[src/rtl/imem_loader.sv]
// Boot-time program loader: assembles a big-endian byte stream into 32-bit
// instruction words, writes them from address 0 and holds the core in reset until done.
module imem_loader #(
  parameter int MAX_WORDS = 128,
  parameter int CNT_W     = 16
) (
  input  logic             clk,
  input  logic             reset,
  input  logic             start,
  input  logic             byte_valid,
  input  logic [7:0]       byte_data,
  output logic             byte_ready,
  output logic             imem_we,
  output logic [31:0]      imem_addr,
  output logic [31:0]      imem_wdata,
  output logic             cpu_reset,
  output logic             done,
  output logic             error,
  output logic [CNT_W-1:0] words_loaded
);

  typedef enum logic [2:0] {
    IDLE,
    HDR_HI,
    HDR_LO,
    DATA,
    WRITE,
    DONE,
    ERR
  } state_t;

  state_t           state;
  logic [7:0]       countHi;
  logic [CNT_W-1:0] wordCount;
  logic [CNT_W-1:0] wordIdx;
  logic [CNT_W-1:0] hdrCount;
  logic [CNT_W-1:0] nextWordIdx;
  logic [1:0]       byteIdx;
  logic [23:0]      wordReg;
  logic             accept;

  // Outputs are pure decodes of the registered state, so no input reaches them combinationally.
  assign byte_ready  = (state == HDR_HI) || (state == HDR_LO) || (state == DATA);
  assign imem_we     = (state == WRITE);
  assign cpu_reset   = (state != DONE);
  assign done        = (state == DONE);
  assign error       = (state == ERR);

  assign accept      = byte_valid && byte_ready;
  assign hdrCount    = CNT_W'({countHi, byte_data});
  assign nextWordIdx = wordIdx + CNT_W'(1);

  always_ff @(posedge clk) begin
    if (reset) begin
      state        <= IDLE;
      countHi      <= '0;
      wordCount    <= '0;
      wordIdx      <= '0;
      byteIdx      <= '0;
      words_loaded <= '0;
      imem_addr    <= '0;
      imem_wdata   <= '0;
    end else begin
      case (state)
        IDLE: begin
          if (start) state <= HDR_HI;
        end
        HDR_HI: begin
          if (accept) begin
            countHi <= byte_data;
            state   <= HDR_LO;
          end
        end
        HDR_LO: begin
          if (accept) begin
            wordCount <= hdrCount;
            if (hdrCount == '0) begin
              state <= DONE;
            end else if (hdrCount > CNT_W'(MAX_WORDS)) begin
              state <= ERR;
            end else begin
              byteIdx      <= '0;
              wordIdx      <= '0;
              words_loaded <= '0;
              state        <= DATA;
            end
          end
        end
        DATA: begin
          if (accept) begin
            byteIdx <= byteIdx + 2'd1;
            // Fourth byte completes the word: latch address and data for the WRITE cycle.
            if (byteIdx == 2'd3) begin
              imem_addr  <= 32'({wordIdx, 2'b00});
              imem_wdata <= {wordReg, byte_data};
              state      <= WRITE;
            end
          end
        end
        WRITE: begin
          wordIdx      <= nextWordIdx;
          words_loaded <= words_loaded + CNT_W'(1);
          state        <= (nextWordIdx == wordCount) ? DONE : DATA;
        end
        DONE: begin
          if (start) state <= HDR_HI;
        end
        ERR: begin
          if (start) state <= HDR_HI;
        end
        default: state <= IDLE;
      endcase
    end
  end

  // Upper three bytes of the word in flight; the last byte goes straight into imem_wdata.
  always_ff @(posedge clk) begin
    if (state == DATA && accept) wordReg <= {wordReg[15:0], byte_data};
  end

endmodule

[config.mk]
export PLATFORM = sky130hd
export DESIGN_NAME = imem_loader
export DESIGN_NICKNAME = d
export VERILOG_FILES = /design/src/rtl/imem_loader.sv
export SDC_FILE = /design/constraint.sdc
export NUM_CORES = 1
export LEC_CHECK = 0
export CAP_MARGIN = 40
export CORE_MARGIN = 2
export CORE_UTILIZATION = 55
export CTS_BUF_LIST = sky130_fd_sc_hd__clkbuf_2
export DETAILED_ROUTE_END_ITERATION = 10
export PLACE_DENSITY = 0.82
export SYNTH_ARGS = -nofsm -noshare
export SYNTH_HDL_FRONTEND = slang
export SYNTH_SLANG_ARGS = --single-unit
export TNS_END_PERCENT = 30
[constraint.sdc]
create_clock -name clk -period 5.95 [get_ports clk]
set_input_delay 1.19 -clock clk [delete_from_list [all_inputs] [get_ports clk]]
set_output_delay 1.19 -clock clk [all_outputs]
set_load 0.01 [all_outputs]
==> key figures, run 1 <==
Cells and area
  – FILL cells: 857
  – Reg area: 2903 um^2
  – Share of cells above drive strength 1: 7.733%
  – N_diodes: 0
  – Area of the multi-input gates: 2605 um^2
  – Syn-to-layout area delta: 18.57%
  – # nets final: 752

STA
  – Crit share post-route: 64.56%
  – Final Hold Viols: 0
  – RSZ-0062 raised after global routing: no
  – Setup WS post-layout: 2.109 ns
  – Setup Skew: 0.02226 ns
  – Rel. slew slack: 39.77%
  – Tightest Pin Transition: 0.8965 ns
  – FMAX: 260.3 MHz
  – Setup_tns: 0 ns
  – Final setup viols: 0
  – Min Tclk post-route: 3.841 ns
  – Max-slew violation count: 0

Die
  – Starting Density: 56.38%
  – Die width: 106.6 um
  – Die area: 11370 um^2
  – Core area: 10280 um^2
  – Site Rows: 37
  – Die H: 106.6 um
  – Num ports: 97

Synth
  – Yosys top cell area share: 37.66%
  – Flops & latches, synth: 133
  – Synth area leaders: dfxtp_1 (38%), edfxtp_1 (12%), nand2_1 (11%), a21oi_1 (7.5%), xnor2_1 (4.4%)
  – Number of synthesis warnings: 0
  – Syn_area_per_cell: 8.610 um^2
  – Syn Inst Count: 673
  – Seq/Total Area, Yosys: 50.10%
  – Synth cell types: 59
  – Number of enable flip-flop cells after synthesis: 24
  – Ys flop type: dfxtp_1
  – Area of the mapped netlist: 5794 um^2
  – Share of synthesized registers carrying an async set or reset: 0%
  – Synth area leader: dfxtp_1

Power and ir drop
  – Worst VDD drop: 0.2291 mV
  – Pwr dens: 285.6 nW/um^2
  – Overall power: 1.962 mW
  – Leak Pwr: 2.254 nW

GRT
  – First-pass GRT wire length: 22660 um
  – Met3 Track Usage GR: 4.802%
  – Vias in the first global route: 4574
  – Global-route met1 utilization: 34.60%
  – Total gr overflow: 0
  – Most Used Layer, Global Route: met2
  – GR Layer Usage met2: 38.76%
  – Largest net degree at the start of global routing: 89
  – All-Layer GR Usage: 25.10%
  – Initial antenna violation count: 0

Clock tree
  – Clock Sinks: 133
  – CTS-repair resized insts: 0
  – H-tree depth: 4
  – CTS buffer count: 17
  – Max clock buf depth: 2
  – Post-CTS Repair Setup Buffers: 0
  – Root Buffer: clkbuf_2
  – Reg clk slew, reported paths: 0.20 ns
  – CTS tree: done
  – Latest clock arrival within the worst-skew pair: 0.69 ns
  – Hold_buf cts: 0

Setup path
  – Slowest stage cell, crit path: clkdlybuf4s50_1
  – Depth of the most critical reg-to-reg path: 7
  – CP cell instances: nor2_1 > nand2_2 > inv_1 > clkdlybuf4s50_1
  – CP Capture Type: output port
  – CP Buf/Inv Count: 2
  – Crit path DAT: 2.65 ns
  – CP Class: reg2out
  – CP required: 4.76 ns
  – R2R setup slack: 3.19 ns
  – FF-to-FF Start: state[1]
  – Critical path origin: state[1]
  – Crit-path max FO: 11
  – Crit path to: imem_we
  – Stages on the worst setup path: 4
  – Worst Setup Start Kind: flop
  – Critical path's top delay family: buffers and inverters
  – Worst R2R End: words_loaded[15]
  – Critical Path Max Stage Delay: 0.62 ns

Hold path
  – Hold crit path type: reg2reg

Drt
  – Count of TritonRoute iterations in the first routing pass: 5
  – Vias per cell: 5.660
  – Routed len/inst: 15.51 um
  – Post-route ant nets: 0
  – DRC viols: 0
  – DRT iter0 DRCs: 338
  – Total wire length: 13740 um
  – Via count: 5015

Place
  – Post-DP HPWL: 9309 um
  – IO Port Bufs: 80
  – Placement Setup Slack: 2.085 ns
  – Routability cong.: 0.8832

Status
  – Outcome: finished, final reports clean

Run
  – Maxcap violations: 0
## logic make-up (layout without fill, tap and decap cells)
logic type | after synthesis | after routing | synth area share [%]
AO/OA/AOI/OAI | 133 | 133 | 13.37
other | 1 | 16 | 0.06472
AND/OR/NAND/NOR | 294 | 294 | 23.93
multiplexers | 2 | 2 | 0.3455
adder cells (fa/ha/maj) | 3 | 3 | 0.6479
buffers and inverters | 70 | 132 | 5.960
flip-flops | 133 | 133 | 50.10
XOR/XNOR | 37 | 37 | 5.593
## where the power goes
| group | switching, mW | internal, mW |
|---|---|---|
| Clock | 0.353 | 0.289 |
| Combinational | 0.218 | 0.114 |
| Sequential | 0.0393 | 0.950 |
## per-layer routing
metal  up-vias  routed length [um]  share of wire [%]
met5         -                   0                  0
met4         0                 318                2.3
met3        28                 768                5.6
met2       174                6479                 47
met1      2402                6174                 45
li1       2411                   -                  -
## cell usage after synthesis, drive strengths merged, types with 2 or more instances
| cell type | count |
|---|---|
| nand3b | 3 |
| nor4b | 5 |
| nor4 | 13 |
| nor2b | 4 |
| a211o | 2 |
| clkbuf | 26 |
| or3 | 5 |
| o211ai | 2 |
| nand4 | 8 |
| nor3 | 11 |
| mux2i | 2 |
| o21ai | 12 |
| a211oi | 7 |
| edfxtp | 24 |
| buf | 31 |
| nand2b | 6 |
| ha | 3 |
| dfxtp | 109 |
| and2 | 3 |
| a22oi | 3 |
| o31ai | 2 |
| nand3 | 14 |
| inv | 13 |
| or4b | 2 |
| xor2 | 8 |
| nand2 | 166 |
| xnor2 | 29 |
| or4 | 6 |
| a31oi | 2 |
| o2111ai | 2 |
| a21bo | 2 |
| nor2 | 42 |
| and3 | 3 |
| a21oi | 87 |
| o22ai | 2 |
| a311oi | 3 |
## how the worst min path moves through the flow
| stage | startpoint | end | slack (ns) | cells after the start |
|---|---|---|---|---|
| 2_1_floorplan | wordReg[2] | wordReg[10] | 0.43 | 0 |
| 3_3_place_gp | wordReg[5] | wordReg[13] | 0.43 | 0 |
| 3_5_place_dp | wordReg[2] | wordReg[10] | 0.43 | 0 |
| 4_1_cts | wordReg[10] | wordReg[18] | 0.46 | 0 |
| 5_1_grt | wordReg[11] | wordReg[19] | 0.47 | 0 |
| 6_report | wordReg[10] | wordReg[18] | 0.46 | 0 |
## state kept, by name, summed over array words and instances (netlist names)
name and cells:
byteIdx 2, wordReg 24, wordIdx 16, words_loaded 16, countHi 8, state 3, imem_addr 16, wordCount 16
imem_wdata 32
## cell type report
| cell class | instances | share of cell area, % |
|---|---|---|
| sequential | 133 | 42.25 |
| multi-input combinational | 485 | 37.92 |
| timing repair buffer | 87 | 12.40 |
| clock inverter | 13 | 2.859 |
| tap | 136 | 2.477 |
| clock buffer | 19 | 1.384 |
| inverter | 13 | 0.7103 |
## layout by cell type (no fill, tap or decap), types with 3 or more instances in the layout
master / n
nand2_1: 164
dfxtp_1: 109
a21oi_1: 87
clkdlybuf4s50_1: 79
nor2_1: 39
xnor2_1: 29
edfxtp_1: 24
clkbuf_2: 19
conb_1: 16
nand3_1: 14
inv_1: 13
nor4_1: 13
o21ai_0: 11
nor3_1: 10
xor2_1: 8
nand4_1: 7
a211oi_1: 7
nand2b_1: 6
buf_4: 6
or3_1: 5
or4_1: 4
nor4b_2: 4
nor2b_1: 4
bufinv_16: 4
inv_6: 4
nand3b_1: 3
and2_1: 3
and3_1: 3
a22oi_1: 3
ha_1: 3
## through the flow
stage	area [um^2]	hold slack, ns	util, %	instances
2_1_floorplan	5851	0.4262	-	688
6_report	6870	0.4610	66.85	886
5_1_grt	6870	0.4714	66.85	886
4_1_cts	6870	0.4551	66.85	886
3_3_place_gp	6568	0.4295	63.90	853
3_5_place_dp	6579	0.4340	64.01	854
Power figures use the tool's default switching activity.
==> run 2: changes to the inputs <==
==> constraint.sdc (replaced) <==
create_clock -name clk -period 3.9 [get_ports clk]
set_input_delay 0.78 -clock clk [delete_from_list [all_inputs] [get_ports clk]]
set_output_delay 0.78 -clock clk [all_outputs]
set_load 0.01 [all_outputs]
==> run 2 against run 1 <==
Combinational power increased by 58%. Routed wire length decreased by 0.60%. Register-to-register slack got worse by 2.0 ns. Via count decreased by 0.90%. Clock-buffer cell count decreased by 1. Setup slack got worse by 1.7 ns. Core utilization decreased by 0.60 points. Non-clock buffer count increased by 2. Largest power group unchanged. First-iteration DRC count decreased by 2.4%. Clock skew about the same. Sequential cell count unchanged. Critical endpoint unchanged.
==> key figures, run 2 (synthesis results as in run 1) <==
Clock tree
  – Hold_buf cts: 0 (unchanged)
  – CTS tree: done
  – Post-CTS Repair Setup Buffers: 0 (unchanged)
  – Latest clock arrival within the worst-skew pair: 0.67 ns (-0.02 ns)
  – Reg clk slew, reported paths: 0.20 ns (about the same)
  – CTS buffer count: 17 (unchanged)
  – Root Buffer: clkbuf_2
  – H-tree depth: 4 (unchanged)
  – Max clock buf depth: 2 (unchanged)
  – CTS-repair resized insts: 0 (unchanged)
  – Clock Sinks: 133 (unchanged)

Place
  – Post-DP HPWL: 9373 um (+0.69%)
  – Placement Setup Slack: 0.6395 ns (-1.446 ns)
  – Placed Area: 6590 um^2 (+0.17%)
  – Dpl cells: 856 (+0.23%)
  – IO Port Bufs: 80 (unchanged)
  – Routability cong.: 0.9199 (+4.2%)

Die
  – Starting Density: 56.38% (unchanged)
  – Num ports: 97 (unchanged)
  – Core area: 10280 um^2 (unchanged)
  – Die area: 11370 um^2 (unchanged)
  – Site Rows: 37 (unchanged)
  – Die H: 106.6 um (unchanged)
  – Die width: 106.6 um (unchanged)

Drt
  – DRC viols: 0 (unchanged)
  – Total wire length: 13660 um (-0.60%)
  – Vias per cell: 5.597 (-1.1%)
  – Count of TritonRoute iterations in the first routing pass: 5 (unchanged)
  – Via count: 4970 (-0.90%)
  – Post-route ant nets: 0 (unchanged)
  – Routed len/inst: 15.38 um (-0.83%)
  – DRT iter0 DRCs: 330 (-2.4%)

Cells and area
  – Syn-to-layout area delta: 17.51%
  – Non-filler cells, final: 888 (+0.23%)
  – Area of the multi-input gates: 2605 um^2 (unchanged)
  – Largest Register: imem_wdata
  – Biggest regs: imem_wdata x32, wordReg x24
  – N_diodes: 0 (unchanged)
  – FILL cells: 885 (+3.3%)
  – Final instance area: 6809 um^2 (-0.89%)
  – Most common cell after layout, fill and taps aside: nand2_1
  – Share of cells above drive strength 1: 7.979% (+0.25 points)
  – Most frequent cells in the layout: nand2_1 (164), dfxtp_1 (109), a21oi_1 (87)
  – Post-layout util: 66.25% (-0.60 points)
  – Reg area: 2903 um^2 (unchanged)
  – Max reg flops: 32 (unchanged)
  – # nets final: 754 (+0.27%)

Power and ir drop
  – Combinational share of power: 18.6% (+1.7 points)
  – Overall power: 2.812 mW (+43%)
  – Sw Share: 33.61% (+2.6 points)
  – Reg power frac: 53.8% (+3.4 points)
  – Clock network power share: 27.6% (-5.1 points)
  – Worst VDD drop: 0.3485 mV (+52%)
  – Psw: 0.9450 mW (+55%)
  – Cell-internal power: 1.867 mW (+38%)
  – Pwr dens: 412.9 nW/um^2 (+45%)
  – Leak Pwr: 2.227 nW (-1.2%)

STA
  – FMAX: 286.7 MHz
  – Crit share post-route: 89.44%
  – Max-slew violation count: 0 (unchanged)
  – Min Tclk post-route: 3.488 ns
  – Rel. slew slack: 41.77% (+2.0 points)
  – Smallest hold slack: 0.4648 ns (+0.003881 ns)
  – Setup_tns: 0 ns (unchanged)
  – Final setup viols: 0 (unchanged)
  – RSZ-0062 raised after global routing: no
  – Final Hold Viols: 0 (unchanged)
  – Setup Skew: 0.02200 ns (-0.0002540 ns)
  – Setup WS post-layout: 0.4117 ns (-1.697 ns)
  – Tightest Pin Transition: 0.8667 ns (-0.02976 ns)

Hold path
  – Hold path cells: 0 (unchanged)
  – Hold crit path type: reg2reg
  – Hold Path Sink: wordReg[10]
  – Beginning of the worst hold path: wordReg[2]

Status
  – Outcome: finished, final reports clean

Setup path
  – CP required: 3.12 ns (-1.64 ns)
  – Crit path DAT: 2.71 ns (+0.06 ns)
  – Critical path's top delay family: buffers and inverters
  – Critical Path Max Stage Delay: 0.62 ns (about the same)
  – CP Buf/Inv Count: 2 (unchanged)
  – FF-to-FF Start: wordIdx[3]
  – Worst R2R End: state[2]
  – R2R setup slack: 1.24 ns (-1.95 ns)
  – Depth of the most critical reg-to-reg path: 6 (-1)
  – Worst Setup Start Kind: flop
  – Crit-path max FO: 11 (unchanged)
  – CP Capture Type: output port
  – CP cell instances: nor2_1 > nand2_2 > inv_1 > clkdlybuf4s50_1
  – Slowest stage cell, crit path: clkdlybuf4s50_1
  – CP Class: reg2out

GRT
  – Total gr overflow: 0 (unchanged)
  – First-pass GRT wire length: 22550 um (-0.49%)
  – Largest net degree at the start of global routing: 69 (-22%)
  – Vias in the first global route: 4612 (+0.83%)
  – All-Layer GR Usage: 24.78% (-0.32 points)
  – Initial antenna violation count: 0 (unchanged)

Run
  – Maxcap violations: 0 (unchanged)
## run 2: cell count changes in the layout (fill, tap and decap cells not counted), sizes merged
| cell | change |
|---|---|
| clkinv | +4 |
| inv | -1 |
| clkbuf | -1 |
| buf | +2 |
| clkinvlp | +1 |
| bufinv | -3 |
## run 2: power by group through the flow
stage | Clock (mW) | Sequential (mW) | Combinational [mW]
6_report | 0.777 | 1.51 | 0.523
5_1_grt | 0.849 | 1.52 | 0.566
4_1_cts | 0.796 | 1.51 | 0.515
3_5_place_dp | 0 | 1.54 | 0.512
3_3_place_gp | 0 | 1.53 | 0.492
2_1_floorplan | 0 | 1.50 | 0.400
## run 2: final cells by class
class	instances	share of cell area, %
Timing Repair Buffer	89	12.68
Inverter	13	0.7166
Multi-Input combinational cell	485	38.26
Sequential cell	133	42.63
Clock buffer	18	1.323
Tap cell	136	2.499
Clock inverter	14	1.893
## run 2: worst max-delay path by stage
stage	startpoint	end	depth (start not counted)
floorplan	byte_valid	imem_addr[8]	7
global placement	byte_data[3]	words_loaded[15]	8
detailed placement	byte_data[4]	words_loaded[15]	8
CTS	state[1]	imem_we	4
global route	state[1]	imem_we	4
finish	state[0]	imem_we	4
## run 2: per-layer routing
| layer | part of all wire [%] | global-route usage [%] | vias to the layer above |
|---|---|---|---|
| li1 | - | - | 2415 |
| met1 | 44 | 33.93 | 2358 |
| met2 | 49 | 39.72 | 182 |
| met3 | 6.1 | 4.924 | 15 |
| met4 | 1.3 | 7.792 | 0 |
| met5 | 0 | 0 | - |
## run 2: worst reg2reg max path, stage by stage, from the launching register on
cell      delay, ns
dfxtp_1        0.60
nand4_1        0.35
nor4_1         0.58
xnor2_1        0.20
a211oi_1       0.45
nand3_1        0.21
a211oi_1       0.22
==> run 3: changes to the inputs <==
--- a/config.mk
+++ b/config.mk
@@ -11,6 +11,7 @@
 export CTS_BUF_LIST = sky130_fd_sc_hd__clkbuf_2
 export DETAILED_ROUTE_END_ITERATION = 10
 export PLACE_DENSITY = 0.82
+export RECOVER_POWER = 50
 export SYNTH_ARGS = -nofsm -noshare
 export SYNTH_HDL_FRONTEND = slang
 export SYNTH_SLANG_ARGS = --single-unit
==> run 3 against run 2 <==
First-iteration DRC count down 4.8%. Highest routed layer unchanged. Routed wire length down 0.41%. Non-clock buffer count unchanged. Final cell count unchanged. Critical path depth unchanged. Design area down 0.26%. Global-route usage unchanged. Largest cell class unchanged. Hold slack worse by 0.0018 ns.
==> key figures, run 3 (synthesis results as in run 1) <==
Status
  – Outcome: finished, final reports clean

GRT
  – Largest net degree at the start of global routing: 69 (unchanged)
  – Initial antenna violation count: 0 (unchanged)
  – All-Layer GR Usage: 24.78% (unchanged)
  – Vias in the first global route: 4612 (unchanged)
  – Total gr overflow: 0 (unchanged)
  – First-pass GRT wire length: 22550 um (unchanged)

Clock tree
  – Max clock buf depth: 2 (unchanged)
  – CTS buffer count: 17 (unchanged)
  – CTS tree: done
  – Clock Sinks: 133 (unchanged)
  – Latest clock arrival within the worst-skew pair: 0.67 ns (about the same)
  – H-tree depth: 4 (unchanged)
  – Reg clk slew, reported paths: 0.21 ns (about the same)
  – Hold_buf cts: 0 (unchanged)
  – CTS-repair resized insts: 0 (unchanged)
  – Root Buffer: clkbuf_2
  – Post-CTS Repair Setup Buffers: 0 (unchanged)

Setup path
  – Crit-path max FO: 11 (unchanged)
  – CP Class: reg2out
  – R2R setup slack: 0.71 ns (-0.53 ns)
  – FF-to-FF Start: state[2]
  – Worst Setup Start Kind: flop
  – CP cell instances: nor2_1 > nand2_2 > inv_1 > clkdlybuf4s50_1
  – Worst R2R End: imem_wdata[4]
  – CP required: 3.12 ns (about the same)
  – Slowest stage cell, crit path: clkdlybuf4s50_1
  – Depth of the most critical reg-to-reg path: 7 (+1)
  – CP Capture Type: output port
  – Critical Path Max Stage Delay: 0.62 ns (about the same)
  – Crit path DAT: 2.70 ns (about the same)

Cells and area
  – # nets final: 754 (unchanged)
  – Most frequent cells in the layout: nand2_1 (165), dfxtp_1 (109), a21oi_1 (87)
  – FILL cells: 889 (+0.45%)
  – Syn-to-layout area delta: 17.21%
  – Non-filler cells, final: 888 (unchanged)
  – N_diodes: 0 (unchanged)
  – Share of cells above drive strength 1: 7.580% (-0.40 points)
  – Final instance area: 6792 um^2 (-0.26%)
  – Largest Register: imem_wdata
  – Max reg flops: 32 (unchanged)
  – Biggest regs: imem_wdata x32, wordReg x24
  – Most common cell after layout, fill and taps aside: nand2_1

STA
  – Setup_tns: 0 ns (unchanged)
  – Tightest Pin Transition: 1.447 ns (+0.5803 ns)
  – Setup WS post-layout: 0.4244 ns (+0.01264 ns)
  – Rel. slew slack: 3.534% (-38 points)
  – Final Hold Viols: 0 (unchanged)
  – Crit share post-route: 89.12% (-0.32 points)
  – Final setup viols: 0 (unchanged)
  – Setup Skew: 0.02273 ns (+0.0007295 ns)
  – Smallest hold slack: 0.4630 ns (-0.001817 ns)
  – Min Tclk post-route: 3.476 ns (-0.01264 ns)
  – FMAX: 287.7 MHz (+0.36%)
  – RSZ-0062 raised after global routing: no
  – Max-slew violation count: 0 (unchanged)

Run
  – Maxcap violations: 0 (unchanged)

Place
  – Post-DP HPWL: 9373 um (unchanged)
  – Placed Area: 6590 um^2 (unchanged)
  – IO Port Bufs: 80 (unchanged)
  – Routability cong.: 0.9199 (unchanged)
  – Dpl cells: 856 (unchanged)
  – Placement Setup Slack: 0.6395 ns (unchanged)

Drt
  – Count of TritonRoute iterations in the first routing pass: 5 (unchanged)
  – DRT iter0 DRCs: 314 (-4.8%)
  – Total wire length: 13600 um (-0.41%)
  – Routed len/inst: 15.32 um (-0.41%)
  – Vias per cell: 5.600 (about the same)
  – Post-route ant nets: 0 (unchanged)
  – Via count: 4973 (+0.060%)
  – DRC viols: 0 (unchanged)

Power and ir drop
  – Sw Share: 33.55% (-0.062 points)
  – Psw: 0.9393 mW (-0.60%)
  – Leak Pwr: 2.219 nW (-0.35%)
  – Pwr dens: 412.3 nW/um^2 (-0.16%)
  – Clock network power share: 27.7% (about the same)
  – Combinational share of power: 18.3% (-0.3 points)
  – Worst VDD drop: 0.3481 mV (-0.12%)
  – Reg power frac: 54.0% (+0.2 points)
  – Cell-internal power: 1.861 mW (-0.33%)

Die
  – Site Rows: 37 (unchanged)
  – Num ports: 97 (unchanged)
  – Starting Density: 56.38% (unchanged)
  – Die area: 11370 um^2 (unchanged)
  – Die H: 106.6 um (unchanged)
  – Core area: 10280 um^2 (unchanged)
  – Die width: 106.6 um (unchanged)

Hold path
  – Hold crit path type: reg2reg
  – Hold path cells: 0 (unchanged)
  – Beginning of the worst hold path: wordReg[2]
  – Hold Path Sink: wordReg[10]
run 3: worst max-delay path by stage:
stage	cells past startpoint	from	endpoint	slack (ns)
floorplan	7	byte_valid	imem_addr[8]	0.81
global placement	8	byte_data[3]	words_loaded[15]	0.66
detailed placement	8	byte_data[4]	words_loaded[15]	0.64
CTS	4	state[1]	imem_we	0.41
global route	4	state[1]	imem_we	0.24
finish	4	state[1]	imem_we	0.42
run 3: power by group through the flow:
stage,combinational [mW],clock (mW),sequential [mW]
2_1_floorplan,0.400,0,1.50
3_3_place_gp,0.492,0,1.53
3_5_place_dp,0.512,0,1.54
4_1_cts,0.515,0.796,1.51
5_1_grt,0.555,0.849,1.52
6_report,0.512,0.776,1.51
run 3: metrics by stage:
stage	power (mW)	util, %
final	2.800	66.08
after global routing	2.925	66.08
after CTS	2.820	66.25
after detailed placement	2.050	64.12
after global placement	2.026	64.12
after floorplan	1.901	-
run 3: layer usage:
metal | GRT usage [%] | vias to the layer above | part of all wire [%]
met4 | 7.792 | 0 | 1.2
li1 | - | 2411 | -
met1 | 33.93 | 2379 | 44
met3 | 4.924 | 13 | 5.4
met2 | 39.72 | 170 | 49
met5 | 0 | - | 0
run 3: cell type report:
type | instances | area, um^2 | share of cell area [%]
flip-flops and latches | 133 | 2903 | 42.74
multi-input cells | 485 | 2597 | 38.25
repair buffers | 89 | 853.3 | 12.56
well taps | 136 | 170.2 | 2.506
clock inverters | 14 | 128.9 | 1.898
clock buffers | 18 | 90.09 | 1.326
inverters | 13 | 48.80 | 0.7185
run 3: critical path: cells and delay by family (launching register included):
kind	cells	cell delay (ns)
buffers and inverters	2	1.00
and+or+nand+nor	2	0.58
DFF	1	0.45
